--- config.mk ---
export PLATFORM = sky130hd
export DESIGN_NAME = dffram_port_arbiter
export DESIGN_NICKNAME = d
export VERILOG_FILES = /design/src/rtl/dffram_port_arbiter.sv
export SDC_FILE = /design/constraint.sdc
export NUM_CORES = 1
export LEC_CHECK = 0
export CORE_MARGIN = 2
export CORE_UTILIZATION = 34
export CTS_CLUSTER_DIAMETER = 60
export CTS_CLUSTER_SIZE = 12
export DETAILED_ROUTE_END_ITERATION = 10
export HOLD_SLACK_MARGIN = 0.1
export PLACE_DENSITY_LB_ADDON = 0.25
export SETUP_SLACK_MARGIN = 0.15
export SYNTH_ARGS = -nofsm -noshare
export SYNTH_HDL_FRONTEND = slang
export SYNTH_SLANG_ARGS = --single-unit
--- constraint.sdc ---
create_clock -name core_clk -period 4.05 [get_ports core_clk]
set_clock_uncertainty 0.05 [all_clocks]
set_input_delay 1.215 -clock core_clk [delete_from_list [all_inputs] [get_ports core_clk]]
set_output_delay 1.215 -clock core_clk [all_outputs]
set_load 0.005 [all_outputs]
--- src/rtl/dffram_port_arbiter.sv ---
// ============================================================================
// Module   : dffram_port_arbiter
// Purpose  : Shares one single-port DFFRAM between a pipelined CPU port and a
//            slow read-only housekeeping port. Bounded-wait priority lets a
//            pending housekeeping read override a continuous CPU stream.
// Revision : 1.0 - initial release
// ============================================================================
`default_nettype none

module dffram_port_arbiter #(
  parameter int AW       = 8,
  parameter int MAX_WAIT = 4
) (
  input  logic          core_clk,
  input  logic          core_rst,
  // CPU port
  input  logic          cpu_req,
  input  logic [3:0]    cpu_wen,
  input  logic [AW-1:0] cpu_addr,
  input  logic [31:0]   cpu_wdata,
  output logic          cpu_gnt,
  output logic          cpu_rvalid,
  output logic [31:0]   cpu_rdata,
  // Housekeeping read-only port
  input  logic          ro_req,
  input  logic [AW-1:0] ro_addr,
  output logic          ro_ack,
  output logic [31:0]   ro_data,
  output logic          ro_starved,
  // DFFRAM macro
  output logic          ram_en,
  output logic [3:0]    ram_we,
  output logic [AW-1:0] ram_addr,
  output logic [31:0]   ram_di,
  input  logic [31:0]   ram_do
);

  localparam logic [1:0] c_ST_IDLE  = 2'd0;
  localparam logic [1:0] c_ST_RD    = 2'd1;
  localparam logic [1:0] c_ST_CAP   = 2'd2;
  localparam logic [7:0] c_MAX_WAIT = 8'(MAX_WAIT);

  logic [1:0]  r_state;
  logic [7:0]  r_wait_cnt;
  logic        r_starved;
  logic        r_cpu_rvalid;
  logic [31:0] r_ro_data;

  logic        w_ro_elig;
  logic        w_ro_force;
  logic        w_gnt_cpu;
  logic        w_gnt_ro;
  logic [1:0]  w_state_nxt;
  logic [7:0]  w_wait_nxt;

  // Arbitration: a starved RO request beats the CPU, otherwise CPU wins ties.
  // Grants are suppressed while reset is held so the RAM sees no access.
  always_comb begin
    w_ro_elig  = ro_req && (r_state == c_ST_IDLE);
    w_ro_force = w_ro_elig && (r_wait_cnt >= c_MAX_WAIT);
    w_gnt_cpu  = !core_rst && cpu_req && !w_ro_force;
    w_gnt_ro   = !core_rst && w_ro_elig && (w_ro_force || !cpu_req);
  end

  // RAM request mux; the RO path is hard-wired to read-only.
  always_comb begin
    ram_en   = 1'b0;
    ram_we   = 4'b0000;
    ram_addr = '0;
    ram_di   = 32'd0;
    if (w_gnt_cpu) begin
      ram_en   = 1'b1;
      ram_we   = cpu_wen;
      ram_addr = cpu_addr;
      ram_di   = cpu_wdata;
    end else if (w_gnt_ro) begin
      ram_en   = 1'b1;
      ram_addr = ro_addr;
    end
  end

  // RO FSM next state: one grant walks IDLE -> RD -> CAP -> IDLE, so a held
  // ro_req level cannot issue a second read before the ack.
  always_comb begin
    w_state_nxt = r_state;
    case (r_state)
      c_ST_IDLE: if (w_gnt_ro) w_state_nxt = c_ST_RD;
      c_ST_RD:   w_state_nxt = c_ST_CAP;
      c_ST_CAP:  w_state_nxt = c_ST_IDLE;
      default:   w_state_nxt = c_ST_IDLE;
    endcase
  end

  // Saturating wait counter: counts lost arbitrations of an eligible RO request.
  always_comb begin
    w_wait_nxt = r_wait_cnt;
    if (w_gnt_ro) begin
      w_wait_nxt = 8'd0;
    end else if ((r_state == c_ST_IDLE) && !ro_req) begin
      w_wait_nxt = 8'd0;
    end else if (w_ro_elig && (r_wait_cnt < c_MAX_WAIT)) begin
      w_wait_nxt = r_wait_cnt + 8'd1;
    end
  end

  // State, counter, response and capture registers.
  always_ff @(posedge core_clk) begin
    if (core_rst) begin
      r_state      <= c_ST_IDLE;
      r_wait_cnt   <= 8'd0;
      r_starved    <= 1'b0;
      r_cpu_rvalid <= 1'b0;
      r_ro_data    <= 32'd0;
    end else begin
      r_state      <= w_state_nxt;
      r_wait_cnt   <= w_wait_nxt;
      r_starved    <= (w_wait_nxt >= c_MAX_WAIT);
      r_cpu_rvalid <= w_gnt_cpu;
      if (r_state == c_ST_RD) begin
        r_ro_data <= ram_do;
      end
    end
  end

  // Response pulses are masked during reset so nothing leaks out mid-reset.
  always_comb begin
    cpu_gnt    = w_gnt_cpu;
    cpu_rvalid = r_cpu_rvalid && !core_rst;
    cpu_rdata  = ram_do;
    ro_ack     = (r_state == c_ST_CAP) && !core_rst;
    ro_data    = r_ro_data;
    ro_starved = r_starved && !core_rst;
  end

endmodule

`default_nettype wire
==> out/metrics.csv <==
metric,value,unit
cp_common_cell,dlygate4sd2_1,
final_cell_mix,"clkdlybuf4s50_1 (152), nand2_1 (64), dfxtp_1 (44)",
critPathRequiredTime,2.78,ns
cts_max_level,2,
grt_pass1_wl,11.8,mm
drt-total-wl,7.63,mm
power.switching,238,µW
p_leak,0.00178,µW
worstSetupEndpointType,primary output,
ys_seq_area_frac,0.398,
drc,0,
place_area,0.00407,mm²
pwr-share-comb,0.260,
grt_use_met1,0.242,
cap_violations,0,
crit_end,ram_di[4],
hold_viol_final,0,
cellPowerDensity,245,mW/mm²
clock_latency,0.29,ns
cts_root_buf,clkbuf_8,
synth.distinct_cells,28,
arrival,2.58,ns
detailedRoute.firstIterationViolations,67,
first_global_vias,2373,
synthToLayoutAreaGrowth,93.5,%
clk_pin_slew,0.08,ns
p_clk_frac,0.311,
die_area,0.00717,mm²
die_w,84.7,µm
critPathMaxFanout,8,
antenna_found_initial,0,
grt_busiest_layer,met2,
critPathKind,in -> out,
path_delay_family,buffers and inverters,
synthTopCellsByArea,"dfxtp_1 (40%), buf_4 (11%), nand2_1 (11%), and2_1 (9.3%), a21oi_1 (7.9%)",
cpPeakStageDelay,0.26,ns
dp.cells,511,
die_y,84.7,µm
viasPerCell,4.49,
core-area,0.00631,mm²
place.gp.congestion,0.885,
grtUsageMet3,0.0570,
r2r-start,r_state[0],
switching_share,0.226,
ff2ff_setup_slack,2.28,ns
initial_core_util,0.351,
hpwlAfterDp,5.58,mm
fin_nets,549,
grt_overflow_total,0,
min_period,3.85,ns
slew_violations,0,
wl_per_cell,14.2,µm
first_pass_iters,4,
reg2regPathDepth,4,
critPathLaunchType,primary input,
power,1050,µW
rsz0062_at_grt,yes,
yosys_register_bits,44,
final_common_cell,clkdlybuf4s50_1,
cts_sinks,44,
drtAntennaViolNets,0,
avgSynthCellArea,8.14,µm²
slowest_stage,or2b_1,
antenna_cells,0,
post-route-period-util,0.950,
syn_nets,362,
synth_top_cell_area_share,0.398,
cp-startpoint,core_rst,
layout-drive-gt1-share,0.170,
final_cells,537,
status,"complete, no violations",
worstMarginPinSlew,0.676,ns
vias,2409,
synth_area,0.00221,mm²
slew_headroom,0.547,
ir_drop,0.201,mV
io_buffers,200,
finalSetupTns,0,ns
use_met2,0.361,
intPower,813,µW
critical_path_depth,8,
synth_top_area_cell,dfxtp_1,
hold_buffers,0,
track_usage,0.205,
fin_area,0.00429,mm²
core.rowCount,29,
ys_warn_count,0,
worstPathCellList,"dlygate4sd2_1, or2b_1, a21oi_4, buf_4, buf_6, buf_16, and2_2, dlygate4sd2_1",
cts_inserted_buffers,5,
setup_violations,0,
num_io_pins,201,
synth_cells,272,
fmax,260,MHz
cts.path.max_buffers,2,
p_seq_frac,0.429,
rr_endpoint,ro_data[3],
dpl_worst_slack,-0.238,ns
grt_max_degree,23,
worst_hold_path_type,reg -> reg,
critPathBufInv,5,
cts_tree,yes,
fin_ws,0.202,ns
cell usage after synthesis:
library cell	n
nand2_1	64
dfxtp_1	44
a21oi_1	35
and2_1	33
buf_4	32
and2_2	9
nor2_1	9
a22o_2	8
clkbuf_1	7
buf_2	5
buf_6	4
nor2b_1	3
ha_1	2
inv_1	2
nand2b_1	2
a21o_1	1
a21oi_2	1
a21oi_4	1
a31oi_1	1
mux2i_1	1
nand2_2	1
nand3_1	1
nand4_1	1
nor3b_1	1
nor3b_4	1
nor4_4	1
or2b_1	1
xnor2_1	1
per-stage QoR:
| stage | hold slack (ns) | utilization |
|---|---|---|
| after global placement | 0.392 | 0.644 |
| after detailed placement | 0.396 | 0.644 |
| final | 0.406 | 0.679 |
| after CTS | 0.408 | 0.688 |
| after global routing | 0.420 | 0.679 |
| after floorplan | 0.381 | - |
power groups by stage:
stage	clock network [µW]	logic [µW]	registers (µW)
2_1_floorplan	0	88.3	462
3_3_place_gp	0	259	461
3_5_place_dp	0	261	461
4_1_cts	337	274	451
5_1_grt	359	293	452
6_report	327	273	451
logic make-up (layout without fill, tap and decap cells):
logic type                 count (synthesis)  after routing  synth area share
muxes                                      1              1           0.00452
xor gates and xnor gates                   1              1           0.00396
buffers and inverters                     50            238             0.155
adders and majority gates                  2              2            0.0113
DFF                                       44             44             0.398
and+or+nand+nor                          127            127             0.294
AOI/OAI and AO/OA                         47             47             0.133
registers in the layout, summed over array words and instances (netlist names):
| name | count |
|---|---|
| r_wait_cnt | 8 |
| ro_data | 32 |
| r_cpu_rvalid | 1 |
| r_state | 2 |
| r_starved | 1 |
what timing repair did:
| action | in CTS | in global routing |
|---|---|---|
| pin swaps | 1 | 0 |
| gates cloned | 4 | 1 |
| resized for setup | 87 | 25 |
| buffers inserted | 13 | 0 |
| endpoints found under the setup margin | 49 | 38 |
worst reg2reg max path: stages (launching register included):
cell	delay (ns)
dfxtp_1	0.48
nor2b_2	0.64
buf_4	0.33
nand2_1	0.08
a21oi_1	0.13
area by class of cell:
cell class	count	area (µm²)
clock inverters	2	35.0
repair buffers	228	2200
multi-input cells	178	995
well taps	77	96.3
flip-flops and latches	44	881
fillers	524	2030
clock buffers	6	72.6
inverters	2	7.51
worst min path at each step:
| stage | from | slack (ns) | endpoint | cells after the start |
|---|---|---|---|---|
| 3_5_place_dp | ro_data[12] | 0.40 | ro_data[12] | 2 |
| 3_3_place_gp | ro_data[20] | 0.39 | ro_data[20] | 2 |
| 5_1_grt | ro_data[12] | 0.42 | ro_data[12] | 2 |
| 4_1_cts | ro_data[12] | 0.41 | ro_data[12] | 2 |
| 6_report | ro_data[14] | 0.41 | ro_data[14] | 2 |
| 2_1_floorplan | r_wait_cnt[3] | 0.38 | r_wait_cnt[3] | 1 |
per-layer routing:
metal / vias to the layer above / routed length, µm / part of all wire
li1: 1214 / - / -
met1: 1090 / 3080 / 0.40
met2: 93 / 3910 / 0.51
met3: 12 / 503 / 0.066
met4: 0 / 136 / 0.018
met5: - / 0 / 0
Note: power is estimated with default switching activity, not from simulation.
